[src/rtl/ntru_operand_loader.sv]
// Operand front end for the NTRU serial multiplier: loads h and r over AXI4-Stream, counts nnz(r), launches the control block.
// Optional frame-delimiter checking on tlast is compiled in with LOADER_TLAST_CHECK_EN.
module ntru_operand_loader #(
    parameter int N = 541,
    parameter int q = 2048,
    parameter int p = 3,
    localparam int AW = $clog2(N),
    localparam int HW = $clog2(q),
    localparam int RW = $clog2(p),
    localparam int NW = $clog2(N + 1)
) (
    input  logic          clk,
    input  logic          rst,
    input  logic [31:0]   s_axis_tdata,
    input  logic          s_axis_tvalid,
    output logic          s_axis_tready,
    input  logic          s_axis_tlast,
    output logic          h_we,
    output logic [AW-1:0] h_addr,
    output logic [HW-1:0] h_din,
    output logic          r_we,
    output logic [AW-1:0] r_addr,
    output logic [RW-1:0] r_din,
    output logic [NW-1:0] nnz,
    output logic          ctrl_rst_n,
    output logic          start_op,
    input  logic          end_op,
    output logic          done,
    output logic          frame_err
);

    typedef enum logic [2:0] {
        LOAD_H    = 3'd0,
        LOAD_R    = 3'd1,
        START_CLR = 3'd2,
        START     = 3'd3,
        RUN       = 3'd4
    } state_t;

    state_t        state_q, state_d;
    logic [AW-1:0] cnt_q, cnt_d;
    logic [NW-1:0] nnz_q, nnz_d;
    logic          tready_q, tready_d;
    logic          h_we_q, h_we_d;
    logic [AW-1:0] h_addr_q, h_addr_d;
    logic [HW-1:0] h_din_q, h_din_d;
    logic          r_we_q, r_we_d;
    logic [AW-1:0] r_addr_q, r_addr_d;
    logic [RW-1:0] r_din_q, r_din_d;
    logic          ctrl_rst_n_q, ctrl_rst_n_d;
    logic          start_op_q, start_op_d;
    logic          done_q, done_d;
    logic          hs;
    logic          last_cnt;
    logic          r_nz;
    logic          unused_inputs;

`ifdef LOADER_TLAST_CHECK_EN
    logic          err_q, err_d;
`endif

    assign hs       = s_axis_tvalid && tready_q;
    assign last_cnt = (cnt_q == AW'(N - 1));
    assign r_nz     = (s_axis_tdata[RW-1:0] != '0);
    // Upper tdata bits (and tlast when unchecked) carry no information.
    assign unused_inputs = ^{s_axis_tdata[31:HW], s_axis_tlast};

    always_comb begin
        state_d      = state_q;
        cnt_d        = cnt_q;
        nnz_d        = nnz_q;
        tready_d     = 1'b0;
        h_we_d       = 1'b0;
        h_addr_d     = h_addr_q;
        h_din_d      = h_din_q;
        r_we_d       = 1'b0;
        r_addr_d     = r_addr_q;
        r_din_d      = r_din_q;
        ctrl_rst_n_d = 1'b1;
        start_op_d   = 1'b0;
        done_d       = 1'b0;
`ifdef LOADER_TLAST_CHECK_EN
        err_d        = err_q;
`endif
        case (state_q)
            LOAD_H: begin
                tready_d = 1'b1;
                if (hs) begin
                    h_we_d   = 1'b1;
                    h_addr_d = cnt_q;
                    h_din_d  = s_axis_tdata[HW-1:0];
                    if (last_cnt) begin
                        cnt_d   = '0;
                        nnz_d   = '0;
                        state_d = LOAD_R;
                    end else begin
                        cnt_d = cnt_q + AW'(1);
                    end
`ifdef LOADER_TLAST_CHECK_EN
                    if (cnt_q == '0)
                        err_d = 1'b0;
                    if (s_axis_tlast) begin
                        err_d   = 1'b1;
                        cnt_d   = '0;
                        state_d = LOAD_H;
                    end
`endif
                end
            end
            LOAD_R: begin
                tready_d = 1'b1;
                if (hs) begin
                    r_we_d   = 1'b1;
                    r_addr_d = cnt_q;
                    r_din_d  = s_axis_tdata[RW-1:0];
                    nnz_d    = nnz_q + NW'(r_nz);
                    if (last_cnt) begin
                        cnt_d        = '0;
                        state_d      = START_CLR;
                        tready_d     = 1'b0;
                        ctrl_rst_n_d = 1'b0;
                    end else begin
                        cnt_d = cnt_q + AW'(1);
                    end
`ifdef LOADER_TLAST_CHECK_EN
                    // A bad delimiter abandons the frame before the launch sequence.
                    if (last_cnt != s_axis_tlast) begin
                        err_d        = 1'b1;
                        cnt_d        = '0;
                        state_d      = LOAD_H;
                        tready_d     = 1'b1;
                        ctrl_rst_n_d = 1'b1;
                    end
`endif
                end
            end
            START_CLR: begin
                state_d    = START;
                start_op_d = 1'b1;
            end
            START: begin
                state_d = RUN;
            end
            RUN: begin
                if (end_op) begin
                    done_d   = 1'b1;
                    tready_d = 1'b1;
                    cnt_d    = '0;
                    state_d  = LOAD_H;
                end
            end
            default: begin
                state_d = LOAD_H;
                cnt_d   = '0;
            end
        endcase
    end

    always_ff @(posedge clk) begin
        if (!rst) begin
            state_q      <= LOAD_H;
            cnt_q        <= '0;
            nnz_q        <= '0;
            tready_q     <= 1'b0;
            h_we_q       <= 1'b0;
            h_addr_q     <= '0;
            h_din_q      <= '0;
            r_we_q       <= 1'b0;
            r_addr_q     <= '0;
            r_din_q      <= '0;
            ctrl_rst_n_q <= 1'b1;
            start_op_q   <= 1'b0;
            done_q       <= 1'b0;
`ifdef LOADER_TLAST_CHECK_EN
            err_q        <= 1'b0;
`endif
        end else begin
            state_q      <= state_d;
            cnt_q        <= cnt_d;
            nnz_q        <= nnz_d;
            tready_q     <= tready_d;
            h_we_q       <= h_we_d;
            h_addr_q     <= h_addr_d;
            h_din_q      <= h_din_d;
            r_we_q       <= r_we_d;
            r_addr_q     <= r_addr_d;
            r_din_q      <= r_din_d;
            ctrl_rst_n_q <= ctrl_rst_n_d;
            start_op_q   <= start_op_d;
            done_q       <= done_d;
`ifdef LOADER_TLAST_CHECK_EN
            err_q        <= err_d;
`endif
        end
    end

    assign s_axis_tready = tready_q;
    assign h_we          = h_we_q;
    assign h_addr        = h_addr_q;
    assign h_din         = h_din_q;
    assign r_we          = r_we_q;
    assign r_addr        = r_addr_q;
    assign r_din         = r_din_q;
    assign nnz           = nnz_q;
    assign ctrl_rst_n    = ctrl_rst_n_q;
    assign start_op      = start_op_q;
    assign done          = done_q;
`ifdef LOADER_TLAST_CHECK_EN
    assign frame_err     = err_q;
`else
    assign frame_err     = 1'b0;
`endif

endmodule
[config.mk]
export PLATFORM = sky130hd
export DESIGN_NAME = ntru_operand_loader
export DESIGN_NICKNAME = d
export VERILOG_FILES = /design/src/rtl/ntru_operand_loader.sv
export SDC_FILE = /design/constraint.sdc
export NUM_CORES = 1
export LEC_CHECK = 0
export CORE_UTILIZATION = 65
export CTS_BUF_LIST = sky130_fd_sc_hd__clkbuf_2
export CTS_CLUSTER_DIAMETER = 80
export DETAILED_ROUTE_END_ITERATION = 6
export DONT_BUFFER_PORTS = 1
export PLACE_DENSITY = 0.81
export SLEW_MARGIN = 5
export SYNTH_ARGS = -nofsm -noshare
export SYNTH_HDL_FRONTEND = slang
export SYNTH_SLANG_ARGS = --single-unit
export TNS_END_PERCENT = 1
[constraint.sdc]
create_clock -name clk -period 3.1 [get_ports clk]
set_input_delay 0.93 -clock clk [delete_from_list [all_inputs] [get_ports clk]]
set_output_delay 0.93 -clock clk [all_outputs]
set_load 0.005 [all_outputs]
## Word level (Yosys, flattened, before mapping)

Cells that the tools add are included.

| cells by class | value |
|---|---|
| mux-type cells | 20 |
| bitwise operators | 1 |
| eq/ne operators | 11 |
| reduce and logical (&&, ||, !) cells | 14 |
| add/sub/neg operators | 2 |

Operators with widths:

| cell | number |
|---|---|
| 2-to-1 mux 10 bit | 6 |
| case mux 10 bit (3 select lines) | 1 |
| case mux 10 bit (2 select lines) | 1 |
| 2-to-1 mux 3 bit | 5 |
| case mux 3 bit (5 select lines) | 1 |
| adder 10 x 1 -> 10 bit | 1 |
| adder 10 x 1 -> 10 bit (second input constant) | 1 |
| == test 10 bit (second input constant) | 1 |
| != test 2 bit (second input constant) | 5 |
| AND reduction 2 bit | 5 |
| == test 3 x 2 -> 1 bit (second input constant) | 2 |
| 2-to-1 mux 1 bit | 5 |
| AND reduction 5 bit | 1 |
| AND reduction 4 bit | 1 |
| nonzero test 2 bit | 2 |
| OR reduction 2 bit | 2 |
| == test 3 x 1 -> 1 bit (second input constant) | 1 |
| == test 3 bit (second input constant) | 1 |
| logical NOT 3 bit | 1 |
| case mux 1 bit (3 select lines) | 1 |
| AND reduction 3 bit | 1 |
| != test 2 x 1 -> 1 bit (second input constant) | 1 |
| logical AND 1 bit | 1 |
| NOT 1 bit | 1 |

| word-level totals | value |
|---|---|
| input port bits | 37 |
| word-level logic and storage cells | 61 |
| output and inout bits | 50 |
| register bits | 62 |

## Longest topological paths before layout

Gate-level depths: netlist (run 1).

| depth | value |
|---|---|
| depth after elaboration | 4 |
| mapped depth | 8 |
| depth with buffers taken out | 8 |

## Worst setup path after synthesis (run 1)

OpenSTA, ideal clock, no wires.

| path | value |
|---|---|
| kind | input to register |
| start | input s_axis_tvalid |
| end | register nnz_q[9], in the netlist nnz[9] |
| arrival | 2.072 ns |
| cell stages on the path | 5 |
| slack | 0.958 ns |
| required time | 3.030 ns |
| buffers on the path | 0 |
| setup time | 0.070 ns |
| cells stage by stage | nand4_1 -> nor4_4 -> nor2_2 -> or4_1 -> a21oi_1 |

| between the ends | value |
|---|---|
| cells in the longest elaborated chain, start to end | 3 |
| elaborated cells on any way between the ends | 4 |
| classes of those cells | eq/ne: 2; reduce/logical: 2 |

Ends and longest elaborated chain:

| element | RTL line | text |
|---|---|---|
| start: declaration | 15 | `input logic s_axis_tvalid,` |
| logical AND 1 bit * | 62 | `assign hs = s_axis_tvalid && tready_q;` |
| != test 2 bit (no line) | n/a |  |
| AND reduction 4 bit (no line) * | n/a |  |
| end signal: assignment | 180 | `nnz_q <= nnz_d;` |
| end: declaration | 42 | `logic [NW-1:0] nnz_q, nnz_d;` |

Mark *: on every way between the ends. The rest lies on a longest branch, timed or not.
A chain may end at the register's enable or synchronous reset.

## Final worst setup path (run 1)

| path | value |
|---|---|
| start | register state_q[0] |
| end | register nnz_q[9], in the netlist nnz[9] |

| between the ends | value |
|---|---|
| cells in the longest elaborated chain, start to end | 3 |
| elaborated cells on any way between the ends | 8 |
| classes of those cells | eq/ne: 4; mux: 1; reduce/logical: 3 |

Ends and longest elaborated chain:

| element | RTL line | text |
|---|---|---|
| start: declaration | 40 | `state_t state_q, state_d;` |
| start signal: assignment | 178 | `state_q <= state_d;` |
| == test 3 x 1 -> 1 bit or logical NOT 3 bit (tied branches) | 85 | `case (state_q)` |
| != test 2 bit (no line) or nonzero test 2 bit (tied branches) | n/a |  |
| AND reduction 4 bit (no line) | n/a |  |

Several ways; a longest one is shown, not always the timed one.

==> summary.md, run 1 <==
| Metric | Value |
|---|---|
| Critical R2R Launch | `state_q[0]` |
| DR iter-0 viols | `73` |
| Yosys warning count | `0` |
| Maximum root-to-sink buffer count | `2` |
| Largest cells by area after synthesis | `dfxtp_1, nand2_1, a21boi_0` |
| Vias in the first global route | `around 1.9k` |
| Final hold vios | `0` |
| Hold_buf cts | `0` |
| Slew Viols, Final | `0` |
| Number of synthesized flops with an enable pin | `0` |
| Antenna violations before repair | `0` |
| Largest net degree at the start of global routing | `between 40 and 50` |
| Syn nets | `around 350` |
| Crit path max-delay cell type | `or4b_1` |
| Die Span Y | `65.2 µm` |
| Top-area cell type share of the netlist area | `approximately 48%` |
| Most common flop cell mapped by yosys | `dfxtp_1` |
| Worst skew pair latency | `about 0.48 ns` |
| Share of cells above drive strength 1 | `6.25%` |
| Worst-Margin Slew | `0.616 ns` |
| Sequential area share after synthesis | `47.8%` |
| Post-layout min period | `2.36 ns` |
| Port Buffer Count | `0` |
| Slew headroom | `about three fifths` |
| Area of the multi-input gates | `0.00126 mm²` |
| Htree depth | `3` |
| Area Growth Syn to Fin | `3.42%` |
| MaxCap Viol Count | `0` |
| CTS tree | `yes` |
| CP Capture Type | `register` |
| Setup TNS after final layout | `0 ns` |
| GR Overflow Total | `0` |
| Initial Util | `a little over two thirds` |
| Most frequent cells in the layout | `nand2_1, dfxtp_1, a21boi_0` |
| CP max FO | `14` |
| CP max stage delay | `roughly 0.57 ns` |
| Post-route clock period utilization | `76.1%` |
| CP Data Arrival Time | `around 2.8 ns` |
| First-pass detailed-route iteration total | `4` |
| Storage element area | `0.00124 mm²` |
| Tot Pwr | `~0.0013 W` |
| Total global-route track usage | `25.5%` |
| Largest area contributor in the netlist | `dfxtp_1` |
| Final setup fails | `0` |
| Via-per-instance ratio | `between 5 and 6` |
| Startpoint types | `register` |
| Pwr Density | `485 mW/mm²` |
| CTS resizes | `0` |
| Async set or reset register ratio after synthesis | `0%` |
| Antenna Cells | `0` |
| Area of the core | `0.00374 mm²` |
| VDD IR max | `around 0.32 mV` |
| Antenna Nets Post-Route | `0` |
| Post-Syn Instances | `between 300 and 400` |
| # Post-CTS Setup Buffers | `0` |
| Rows | `22` |
| Max Clock Skew | `0.0149 ns` |
| Die Area | `~0.0043 mm²` |
| Commonest non-fill, non-tap cell in the layout | `nand2_1` |
| Status | `completed` |
| First-pass GRT wire length | `approximately 8200 µm` |
| Fmax | `424 MHz` |
| Required time worst endpoint | `3.53 ns` |
| Clock transition at path regs | `0.16 ns` |
| Post-detail-place hpwl | `~3400 µm` |
| Fillcell total | `320` |
| Vias | `~2.0k` |
| Final WL | `5080 µm` |
| Library cells used by synthesis | `39` |
| DRC | `0` |
| Fin nets | `340` |
| Worst-path cell chain | `or4b_1 > nor4_4 > nor2_2 > or4_1 > a21oi_1` |
| I/O pin count | `87` |
| Critical path type | `reg -> reg` |
| Cell area after synthesis | `0.00260 mm²` |
| Gpl congestion | `0.809` |
| RSZ-0062 raised after global routing | `false` |
| Clk sinks | `62` |
| Num CTS Buffers | `9` |
| DIE WIDTH | `65.2 µm` |
| Root buffer cell | `clkbuf_2` |
| LEAKAGE | `approximately 0.94 nW` |
| CP startpoint | `state_q[0]` |
| Post-Syn Area per Cell | `~8.5 µm²` |
| Hold Crit Class | `reg -> reg` |
| Wire per inst | `14.4 µm` |
| Yosys reg bits | `62` |
| Worst hold start | `r_din[0]` |
==> where the power goes <==
part           leakage, nW  switching (W)  internal [W]
combinational        0.371      0.0000224     0.0000171
sequential           0.501     0.00000975      0.000807
clock               0.0656       0.000274      0.000173
total                0.938       0.000306      0.000998
==> path summary, 6_finish.rpt <==
path / cells after the start / end / slack [ns]
max: 5 / nnz[9] / 0.74
min: 2 / r_din[0] / 0.48
max reg2reg: 5 / nnz[9] / 0.74
min reg2reg: 2 / r_din[0] / 0.48
==> kinds of logic after synthesis <==
kind of cell	share of synthesized area [%]
AND/OR/NAND/NOR	26.6
flip-flops	47.8
AO/OA/AOI/OAI	14.0
buffers and inverters	3.76
XOR/XNOR	5.39
adder cells (fa/ha/maj)	1.93
other	0.144
multiplexers	0.385
==> registers in the layout (all words and copies together) (netlist names), 2 cells and up <==
signal   flops
h_din       11
r_din        2
state_q      3
cnt_q       10
r_addr      10
h_addr      10
nnz         10
==> synth_stat cells (2+ instances only) <==
| cell type | count |
|---|---|
| nor3_1 | 3 |
| o31ai_1 | 3 |
| and2_1 | 2 |
| clkbuf_1 | 17 |
| dfxtp_1 | 62 |
| a21boi_1 | 4 |
| or2_2 | 2 |
| and3_1 | 2 |
| o2111ai_1 | 2 |
| and4_1 | 2 |
| nand3_1 | 10 |
| inv_1 | 3 |
| xor2_1 | 14 |
| a21boi_0 | 31 |
| a21oi_1 | 3 |
| ha_1 | 4 |
| nand2_1 | 81 |
| nand2b_1 | 3 |
| nor2_1 | 23 |
| nand4_1 | 10 |
| o21ai_0 | 6 |
| xnor2_1 | 2 |
==> area by class of cell <==
| class | instances | area share, % |
|---|---|---|
| clock buffer | 9 | 1.68 |
| sequential | 62 | 46.2 |
| multi-input combinational | 221 | 46.9 |
| tap | 48 | 2.23 |
| timing repair buffer | 2 | 0.559 |
| clock inverter | 7 | 2.05 |
| inverter | 3 | 0.419 |
==> metal layers <==
layer  global-route usage, %  vias to the layer above  part of all wire [%]
li1                        -                     1014                     -
met1                    29.5                      929                    45
met2                    41.6                       58                    47
met3                    9.20                       11                   7.1
met4                    12.2                        0                   1.8
met5                       0                        -                     0
==> stage by stage <==
stage	worst slack, ns	hold slack [ns]	instance area [µm²]	util (%)	std cells
finish	0.740	0.480	2690	71.8	352
global route	0.561	0.503	2690	71.8	352
global placement	0.815	0.461	2590	69.1	336
CTS	0.730	0.483	2690	71.8	352
detailed placement	0.766	0.463	2590	69.1	336
floorplan	0.958	0.451	2600	-	306
==> critical path, delay by kind of cell (launching register included) <==
kind,cells,cell delay (ns)
AOI/OAI and AO/OA,1,0.14
DFF,1,0.48
and+or+nand+nor,4,1.69
Power figures use the tool's default switching activity.
==> run 2: changes to the inputs <==
Clock period 3.1 ns to 2.45 ns, I/O delays scaled along.
==> summary.md, run 2 (same netlist as run 1, synthesis figures left out) <==
| Metric | Value |
|---|---|
| Int Pwr | `between 0.001 and 0.0015 W` |
| Slew headroom | `62.9%` |
| Met2 Use GR | `between 40% and 50%` |
| Max reg flops | `11` |
| VDD IR max | `roughly 0.43 mV` |
| Clock transition at path regs | `0.17 ns` |
| Required time worst endpoint | `about 2.9 ns` |
| Hold slack final | `roughly 0.37 ns` |
| Reg power frac | `between 50 and 60%` |
| Worst skew pair latency | `~0.48 ns` |
| Startpoint types | `register` |
| CTS tree | `yes` |
| Status | `completed` |
| Worst-Margin Slew | `between 0.5 and 0.6 ns` |
| DR iter-0 viols | `120` |
| Vias | `2095` |
| Switching share of power | `23.2%` |
| MaxCap Viol Count | `0` |
| Antenna violations before repair | `0` |
| Clk sinks | `62` |
| Share of cells above drive strength 1 | `8.74%` |
| Met1 usage in global routing | `between 30% and 40%` |
| Antenna Nets Post-Route | `0` |
| Vias in the first global route | `1925` |
| DIE WIDTH | `between 60 and 70 µm` |
| Antenna Cells | `0` |
| Finished Core Util | `73.7%` |
| Busiest grt layer | `met2` |
| DRC | `0` |
| CP Data Arrival Time | `~2.6 ns` |
| Htree depth | `3` |
| Area of the core | `0.00374 mm²` |
| Port Buffer Count | `0` |
| Wire per inst | `14.9 µm` |
| Via-per-instance ratio | `5.87` |
| GR Overflow Total | `0` |
| LEAKAGE | `0.975 nW` |
| Post-layout min period | `between 2 and 2.5 ns` |
| Num CTS Buffers | `9` |
| Hold_buf cts | `0` |
| Largest net degree at the start of global routing | `47` |
| Most frequent cells in the layout | `nand2_1, dfxtp_1, a21boi_0` |
| Fmax | `469 MHz` |
| Placed cell area | `about 0.0026 mm²` |
| Post-route cell area | `between 0.002 and 0.003 mm²` |
| Maximum root-to-sink buffer count | `2` |
| # Post-CTS Setup Buffers | `0` |
| CTS resizes | `0` |
| Root buffer cell | `clkbuf_2` |
| Post-route clock period utilization | `87.0%` |
| Initial Util | `69.4%` |
| Gpl congestion | `around 0.8` |
| Hold Crit Class | `in -> reg` |
| Total global-route track usage | `about a quarter` |
| Rows | `22` |
| Met3 Usage GRT | `8.68%` |
| Commonest non-fill, non-tap cell in the layout | `nand2_1` |
| Fillcell total | `285` |
| Final setup fails | `0` |
| Final hold vios | `0` |
| Logic pwr share | `2.8%` |
| RSZ-0062 raised after global routing | `false` |
| Max Clock Skew | `0.0227 ns` |
| Die Area | `between 0.004 and 0.005 mm²` |
| First-pass GRT wire length | `8690 µm` |
| Final WL | `5310 µm` |
| CP Capture Type | `register` |
| Setup TNS after final layout | `0 ns` |
| Die Span Y | `about 65 µm` |
| Critical path type | `reg -> reg` |
| Fin nets | `approximately 350` |
| Psw | `0.000415 W` |
| Slew Viols, Final | `0` |
| Post-detail-place hpwl | `3520 µm` |
| I/O pin count | `87` |
| CP max FO | `7` |
| First-pass detailed-route iteration total | `4` |
| Pwr Density | `between 600 and 700 mW/mm²` |
| Area Growth Syn to Fin | `6.16%` |
| Clock group share of total power | `39.3%` |
## run 2: changes by cell type in the layout (fill, tap and decap cells not counted)
cell	delta
clkinv_1	-3
clkinvlp_4	+2
bufinv_16	+1
buf_4	+5
## run 2: worst max-delay path, stage by stage (launching register included)
cell and delay, ns:
dfxtp_1 0.42, or4_4 0.59, nor4_4 0.32, nor2_2 0.09, or4_1 0.51, a21oi_1 0.15
## run 2: routing by layer
metal / part of all wire [%] / wire length (µm) / vias to the layer above
met1: 42 / 2220 / 973
met2: 48 / 2540 / 78
met5: 0 / 0 / -
li1: - / - / 1025
met4: 2.9 / 155 / 0
met3: 7.5 / 397 / 19
## run 2: worst paths after layout
check | from | slack, ns | to | cells after the start
setup / recovery | cnt_q[5] | 0.32 | nnz[9] | 5
hold / removal | s_axis_tdata[0] | 0.37 | r_din[0] | 2
setup reg to reg | cnt_q[5] | 0.32 | nnz[9] | 5
hold reg to reg | r_din[0] | 0.48 | r_din[0] | 2
## run 2: cell type report
class                           instances  area [µm²]  area share (%)
Tap cell                               48        60.1            2.18
Inverter                                3        11.3           0.408
Clock buffer                            9        45.0            1.63
Sequential cell                        62        1240            45.0
Timing Repair Buffer                    7        52.6            1.90
Multi-Input combinational cell        221        1260            45.7
Clock inverter                          7        88.8            3.22
## run 2: power by group through the flow
stage	registers, W	logic, W	clock network (W)
6_report	0.00103	0.0000505	0.000704
5_1_grt	0.00104	0.0000570	0.000765
4_1_cts	0.00104	0.0000508	0.000714
3_5_place_dp	0.00106	0.0000507	0
3_3_place_gp	0.00106	0.0000490	0
2_1_floorplan	0.00105	0.0000510	0
## run 2: metrics by stage
stage                     setup WS [ns]  power (W)  cells
after floorplan                   0.343    0.00110    306
after global placement            0.398    0.00110    341
after detailed placement          0.350    0.00111    341
after CTS                         0.338    0.00180    357
after global routing              0.128    0.00186    357
final                             0.318    0.00179    357
==> run 3: changes to the inputs <==
Settings changed: HOLD_SLACK_MARGIN set to 0.03.
==> results of run 3 <==
Final layout, timing and power as in run 2 (identical DEF).
